`config.mk`:
```
export PLATFORM = sky130hd
export DESIGN_NAME = rtc_access_scheduler
export DESIGN_NICKNAME = d
export VERILOG_FILES = /design/src/rtl/rtc_access_scheduler.sv
export SDC_FILE = /design/constraint.sdc
export NUM_CORES = 1
export LEC_CHECK = 0
export ABC_CLOCK_PERIOD_IN_PS = 4500
export CAP_MARGIN = 20
export CORE_UTILIZATION = 55
export DETAILED_ROUTE_END_ITERATION = 8
export GPL_TIMING_DRIVEN = 0
export PLACE_DENSITY = 0.87
export SYNTH_ARGS = -nofsm -noshare
export SYNTH_HDL_FRONTEND = slang
export SYNTH_SLANG_ARGS = --single-unit
export TNS_END_PERCENT = 5
```
`constraint.sdc`:
```
create_clock -name clk -period 4.5 [get_ports clk]
set_clock_uncertainty 0.2 [all_clocks]
set_input_delay 0.9 -clock clk [delete_from_list [all_inputs] [get_ports clk]]
set_output_delay 0.9 -clock clk [all_outputs]
set_load 0.02 [all_outputs]
```
`src/rtl/rtc_access_scheduler.sv`:
```
// RTC bus scheduler: periodic latch+read refresh sweep into a shadow file, user writes
// arbitrated against it, per-transaction timeout with sticky error. Issue-to-done latency set by the engine.
module rtc_access_scheduler #(
    parameter int unsigned REFRESH_TICKS = 100000,
    parameter int unsigned NUM_READ      = 7,
    parameter logic [7:0]  BASE_ADDR     = 8'h21,
    parameter logic [7:0]  LATCH_ADDR    = 8'hF0,
    parameter logic [7:0]  LATCH_DATA    = 8'hF0,
    parameter int unsigned TIMEOUT       = 255
) (
    input  logic       clk,
    input  logic       reset,
    input  logic       wr_req,
    input  logic [7:0] wr_addr,
    input  logic [7:0] wr_data,
    output logic       wr_ack,
    output logic       bus_start,
    output logic       bus_write,
    output logic [7:0] bus_addr,
    output logic [7:0] bus_wdata,
    input  logic [7:0] bus_rdata,
    input  logic       bus_done,
    input  logic [3:0] rd_sel,
    output logic [7:0] rd_data,
    output logic       sweep_done,
    output logic       busy,
    output logic       overrun,
    output logic       err
);

    localparam int TW = $clog2(REFRESH_TICKS);
    localparam int CW = $clog2(TIMEOUT + 1);
    localparam logic [TW-1:0] TICK_LAST = TW'(REFRESH_TICKS - 1);
    localparam logic [CW-1:0] WAIT_LAST = CW'(TIMEOUT - 1);
    localparam logic [3:0]    LAST_IDX  = 4'(NUM_READ - 1);
    localparam logic [4:0]    NUM_RD5   = 5'(NUM_READ);

    typedef enum logic [2:0] {
        IDLE, WR_ISSUE, WR_WAIT, LT_ISSUE, LT_WAIT, RD_ISSUE, RD_WAIT
    } state_t;

    state_t        state, state_nx;
    logic [TW-1:0] tick;
    logic [CW-1:0] wait_cnt;
    logic [3:0]    idx, idx_nx;
    logic          sweep_pending;
    logic          sweep_act;
    logic [7:0]    shadow [16];
    logic          hold_write;
    logic [7:0]    hold_addr;
    logic [7:0]    hold_wdata;

    logic          wrap;
    logic          is_issue;
    logic          is_wait;
    logic          tmo;
    logic          pend_clr;
    logic          sweep_set;
    logic          sweep_clr;
    logic          shadow_we;
    logic          done_nx;
    logic          err_set;
    logic          iss_write;
    logic [7:0]    iss_addr;
    logic [7:0]    iss_wdata;

    assign wrap     = (tick == TICK_LAST);
    assign is_issue = (state == WR_ISSUE) || (state == LT_ISSUE) || (state == RD_ISSUE);
    assign is_wait  = (state == WR_WAIT) || (state == LT_WAIT) || (state == RD_WAIT);
    // bus_done in the same cycle as the limit takes precedence over the abort
    assign tmo      = is_wait && (wait_cnt == WAIT_LAST) && !bus_done;

    assign busy      = (state != IDLE);
    assign bus_start = is_issue;
    assign bus_write = is_issue ? iss_write : (is_wait ? hold_write : 1'b0);
    assign bus_addr  = is_issue ? iss_addr  : (is_wait ? hold_addr  : 8'h00);
    assign bus_wdata = is_issue ? iss_wdata : (is_wait ? hold_wdata : 8'h00);
    assign rd_data   = ({1'b0, rd_sel} < NUM_RD5) ? shadow[rd_sel] : 8'h00;

    always_comb begin
        iss_write = 1'b0;
        iss_addr  = 8'h00;
        iss_wdata = 8'h00;
        case (state)
            WR_ISSUE: begin
                iss_write = 1'b1;
                iss_addr  = wr_addr;
                iss_wdata = wr_data;
            end
            LT_ISSUE: begin
                iss_write = 1'b1;
                iss_addr  = LATCH_ADDR;
                iss_wdata = LATCH_DATA;
            end
            RD_ISSUE: iss_addr = BASE_ADDR + {4'h0, idx};
            default: ;
        endcase
    end

    always_comb begin
        state_nx  = state;
        idx_nx    = idx;
        pend_clr  = 1'b0;
        sweep_set = 1'b0;
        sweep_clr = 1'b0;
        shadow_we = 1'b0;
        done_nx   = 1'b0;
        err_set   = 1'b0;
        wr_ack    = 1'b0;
        case (state)
            IDLE: begin
                if (wr_req) begin
                    state_nx = WR_ISSUE;
                end else if (sweep_pending) begin
                    state_nx  = LT_ISSUE;
                    pend_clr  = 1'b1;
                    sweep_set = 1'b1;
                    idx_nx    = 4'd0;
                end
            end
            WR_ISSUE: state_nx = WR_WAIT;
            WR_WAIT: begin
                if (bus_done) begin
                    wr_ack   = 1'b1;
                    state_nx = sweep_act ? RD_ISSUE : IDLE;
                end else if (tmo) begin
                    wr_ack    = 1'b1;
                    err_set   = 1'b1;
                    sweep_clr = 1'b1;
                    state_nx  = IDLE;
                end
            end
            LT_ISSUE: state_nx = LT_WAIT;
            // no write may slip in between the latch and the first read
            LT_WAIT: begin
                if (bus_done) begin
                    state_nx = RD_ISSUE;
                end else if (tmo) begin
                    err_set   = 1'b1;
                    sweep_clr = 1'b1;
                    state_nx  = IDLE;
                end
            end
            RD_ISSUE: state_nx = RD_WAIT;
            RD_WAIT: begin
                if (bus_done) begin
                    shadow_we = 1'b1;
                    if (idx == LAST_IDX) begin
                        done_nx   = 1'b1;
                        sweep_clr = 1'b1;
                        state_nx  = IDLE;
                    end else begin
                        idx_nx   = idx + 4'd1;
                        state_nx = wr_req ? WR_ISSUE : RD_ISSUE;
                    end
                end else if (tmo) begin
                    err_set   = 1'b1;
                    sweep_clr = 1'b1;
                    state_nx  = IDLE;
                end
            end
            default: state_nx = IDLE;
        endcase
    end

    always_ff @(posedge clk or posedge reset) begin
        if (reset) begin
            state         <= IDLE;
            tick          <= '0;
            wait_cnt      <= '0;
            idx           <= 4'd0;
            sweep_pending <= 1'b0;
            sweep_act     <= 1'b0;
            hold_write    <= 1'b0;
            hold_addr     <= 8'h00;
            hold_wdata    <= 8'h00;
            sweep_done    <= 1'b0;
            overrun       <= 1'b0;
            err           <= 1'b0;
            for (int i = 0; i < 16; i++) begin
                shadow[i] <= 8'h00;
            end
        end else begin
            state <= state_nx;
            idx   <= idx_nx;
            tick  <= wrap ? '0 : tick + TW'(1);
            if (wrap) begin
                sweep_pending <= 1'b1;
            end else if (pend_clr) begin
                sweep_pending <= 1'b0;
            end
            // a trigger consumed in this very cycle does not count as overrun
            if (wrap && ((sweep_pending && !pend_clr) || sweep_act)) begin
                overrun <= 1'b1;
            end
            if (sweep_set) begin
                sweep_act <= 1'b1;
            end else if (sweep_clr) begin
                sweep_act <= 1'b0;
            end
            if (is_issue) begin
                wait_cnt <= '0;
            end else if (is_wait) begin
                wait_cnt <= wait_cnt + CW'(1);
            end
            if (is_issue) begin
                hold_write <= iss_write;
                hold_addr  <= iss_addr;
                hold_wdata <= iss_wdata;
            end
            if (shadow_we) begin
                shadow[idx] <= bus_rdata;
            end
            sweep_done <= done_nx;
            if (err_set) begin
                err <= 1'b1;
            end
        end
    end

endmodule

```
==> flow_summary.toml <==
[floorplanning]
num_rows = 37
die_area_um2 = 11000
fp.dieW_um = 105
io_pins = 63
core_area_um2 = 10300
die_height_um = 105
initial_core_util = 0.566

[synth]
synth_warnings = 0
ys_ff_latch = 118
ys_seq_area_frac = 0.508
yosysUniqueCellTypes = 55
avgSynthCellArea_um2 = 11.7
netlist.area_leader.share = 0.508
synth_edf_count = 0
yosys-top-cells-count = "dfrtp_1, mux2_2, nand2_1"
syn_area_um2 = 5810
async_reset_ff_frac = 1.00
synth_top_cell_by_area = "dfrtp_1"
synth.area.top_cells = "dfrtp_1, mux2_2, mux4_2"
synth.most_common_cell = "dfrtp_1"
syn_inst = 496
synth_fp_nets = 535
synth_ff_type = "dfrtp_1"

[clock_tree]
clockRootBuffer = "clkbuf_8"
htree_levels = 4
hold_buffers = 0
clockBufferDepth = 2
cts_made_buffers = 17
cts-resized-gates = 0
cts_setup_buffers = 0
cts_tree = "built"
insertion_delay_ns = 0.53
clk_pin_slew_ns = 0.05
clock_sinks = 118

[setup_path]
cp_max_fo = 10
ff2ff_path_depth = 5
criticalPathCategory = "in -> out"
worstSetupPathDepth = 6
critical-path-top-delay-family = "buffers and inverters"
worstPathArrival_ns = 2.93
critPathCaptureType = "primary output"
cp_slowest_cell = "clkdlybuf4s50_1"
crit_path_cell_trace = "buf_2, buf_2, mux4_2, mux2i_1, nor2_1, clkdlybuf4s50_1"
slowest_delay_ns = 0.55
start_kind = "primary input"
required_ns = 3.40
cpMostUsedCell = "buf_2"
path_buf_inv = 3

[cells_and_area]
multiInputGateArea_um2 = 2660
area_growth_pct = 22.5
drive_above_1_share = 0.224
utilization = 0.693
antennaDiodeCount = 0
num-fill-cells = 727
nNetsFinal = 614
fin_cells = 722
seq_area_um2 = 2950

[job]
maxCapViolCount = 0

[sta]
max_freq_mhz = 248
worst_pin_slew_ns = 0.811
report.final.slew_viol_count = 0
period_share = 0.896
hold_slack_ns = 0.276
fin_crit_ns = 4.03
rsz0062_at_grt = "no"
fin_tns_setup_ns = 0
finalHoldViolCount = 0
slew_headroom = 0.459
setup_viol = 0

[power_and_ir_drop]
power_density_nw_per_um2 = 553
irDropWorstVdd_mv = 0.374
power.leakage_nw = 3.37

[global_route]
grt_pass1_wl_um = 21700
grt_usage = 0.259
antenna_found_initial = 0
grt_max_degree = 62
grt-ovfl-total = 0
grt_pass1_vias = 4407

[drt]
drc = 0
ant_nets = 0
wl_um = 13100
drt_iter0_drc = 301
dr.pass1.iters = 4
post_drt_wl_per_cell_um = 18.1
via_count = 4221
vias_per_cell = 5.85

[placement]
dp_hpwl_um = 8580
dp.cells = 692
io_buffer_count = 59
globalplace.congestion = 0.805

[worst_hold_path]
hp-class = "reg -> reg"
whs_path_depth = 2

[run_status]
status = "completed"
## flip-flops by register name, summed over array words and instances, names as in the netlist
signal and flops:
shadow 64, tick 17, hold_addr 8, hold_wdata 8, wait_cnt 8, idx 4
state 3, err 1, hold_write 1, overrun 1, sweep_act 1, sweep_done 1
sweep_pending 1
## per-layer routing
| metal | vias up | GRT usage | wire length [µm] |
|---|---|---|---|
| met4 | 0 | 0.113 | 276 |
| met1 | 2149 | 0.317 | 5530 |
| met2 | 125 | 0.439 | 6730 |
| met3 | 24 | 0.0593 | 520 |
| li1 | 1923 | - | - |
| met5 | - | 0 | 0 |
## stage by stage
stage | power [mW] | instance area, µm² | worst slack (ns)
3_5_place_dp | 2.75 | 6610 | 0.441
5_1_grt | 4.14 | 7120 | 0.337
2_1_floorplan | 2.28 | 5810 | 0.271
3_3_place_gp | 2.69 | 6580 | -1.23
4_1_cts | 3.95 | 7120 | 0.405
6_report | 3.94 | 7120 | 0.470
## final cells by class
class | count | share of cell area
Tap cell | 136 | 0.0239
Inverter | 13 | 0.00720
Timing Repair Buffer | 60 | 0.0868
Sequential cell | 118 | 0.415
Multi-Input combinational cell | 332 | 0.374
Buffer | 33 | 0.0209
Clock inverter | 4 | 0.00281
Clock buffer | 26 | 0.0699
## kinds of logic (layout without fill, tap and decap cells)
logic type                 Yosys count  in the layout  synth area share
adders and majority gates            7              7            0.0151
DFF                                118            118             0.508
xor gates and xnor gates            24             24            0.0362
muxes                               91             91             0.205
AOI/OAI and AO/OA                   57             57            0.0667
and+or+nand+nor                    153            153             0.135
buffers and inverters               46            136            0.0340
## report_power, final
group | internal (mW) | switching (mW) | leakage [nW]
combinational | 0.599 | 0.746 | 1.53
sequential | 1.28 | 0.133 | 1.58
clock | 0.738 | 0.440 | 0.261
total | 2.62 | 1.32 | 3.37
## path summary, 6_finish.rpt
kind / startpoint / to / slack [ns]
worst max-delay path: rd_sel[0] / rd_data[4] / 0.47
worst min-delay path: hold_addr[0]$_DFFE_PP0N_ / hold_addr[0]$_DFFE_PP0N_ / 0.28
worst max register to register: state[0]$_DFFE_PP0P_ / shadow[115]$_DFFE_PP0P_ / 2.27
worst min register to register: hold_addr[0]$_DFFE_PP0N_ / hold_addr[0]$_DFFE_PP0N_ / 0.28
max in group asynchronous: reset / err$_DFFE_PP0P_ / 2.69
min in group asynchronous: reset / sweep_done$_DFF_PP0_ / 0.67
## cell usage in the layout (no fill, tap or decap), types with 3 or more instances in the layout
cell type	netlist	final
inv_1	12	11
nand3_1	16	16
clkbuf_1	19	23
and2_1	3	3
and3_1	8	8
nand4_1	11	11
nor2b_1	3	3
xnor2_1	11	11
clkbuf_8	0	6
ha_1	7	7
dfrtp_1	118	118
mux2_2	62	62
nand2b_1	5	5
nor2_1	34	34
clkinv_2	0	4
mux2i_1	11	11
o21ai_0	18	18
xor2_1	13	13
buf_2	8	8
o211ai_1	6	6
buf_4	4	4
a21o_1	8	8
clkdlybuf4s50_1	0	59
and4_1	5	5
nand2_2	5	5
clkbuf_16	0	16
mux4_2	16	16
nand2_1	47	47
o31ai_1	5	5
## tightest hold or removal path, delay by kind of cell (launching register included)
family,cells,cell delay (ns)
AND/OR/NAND/NOR,2,0.11
flip-flops,1,0.34
Power figures use the tool's default switching activity.
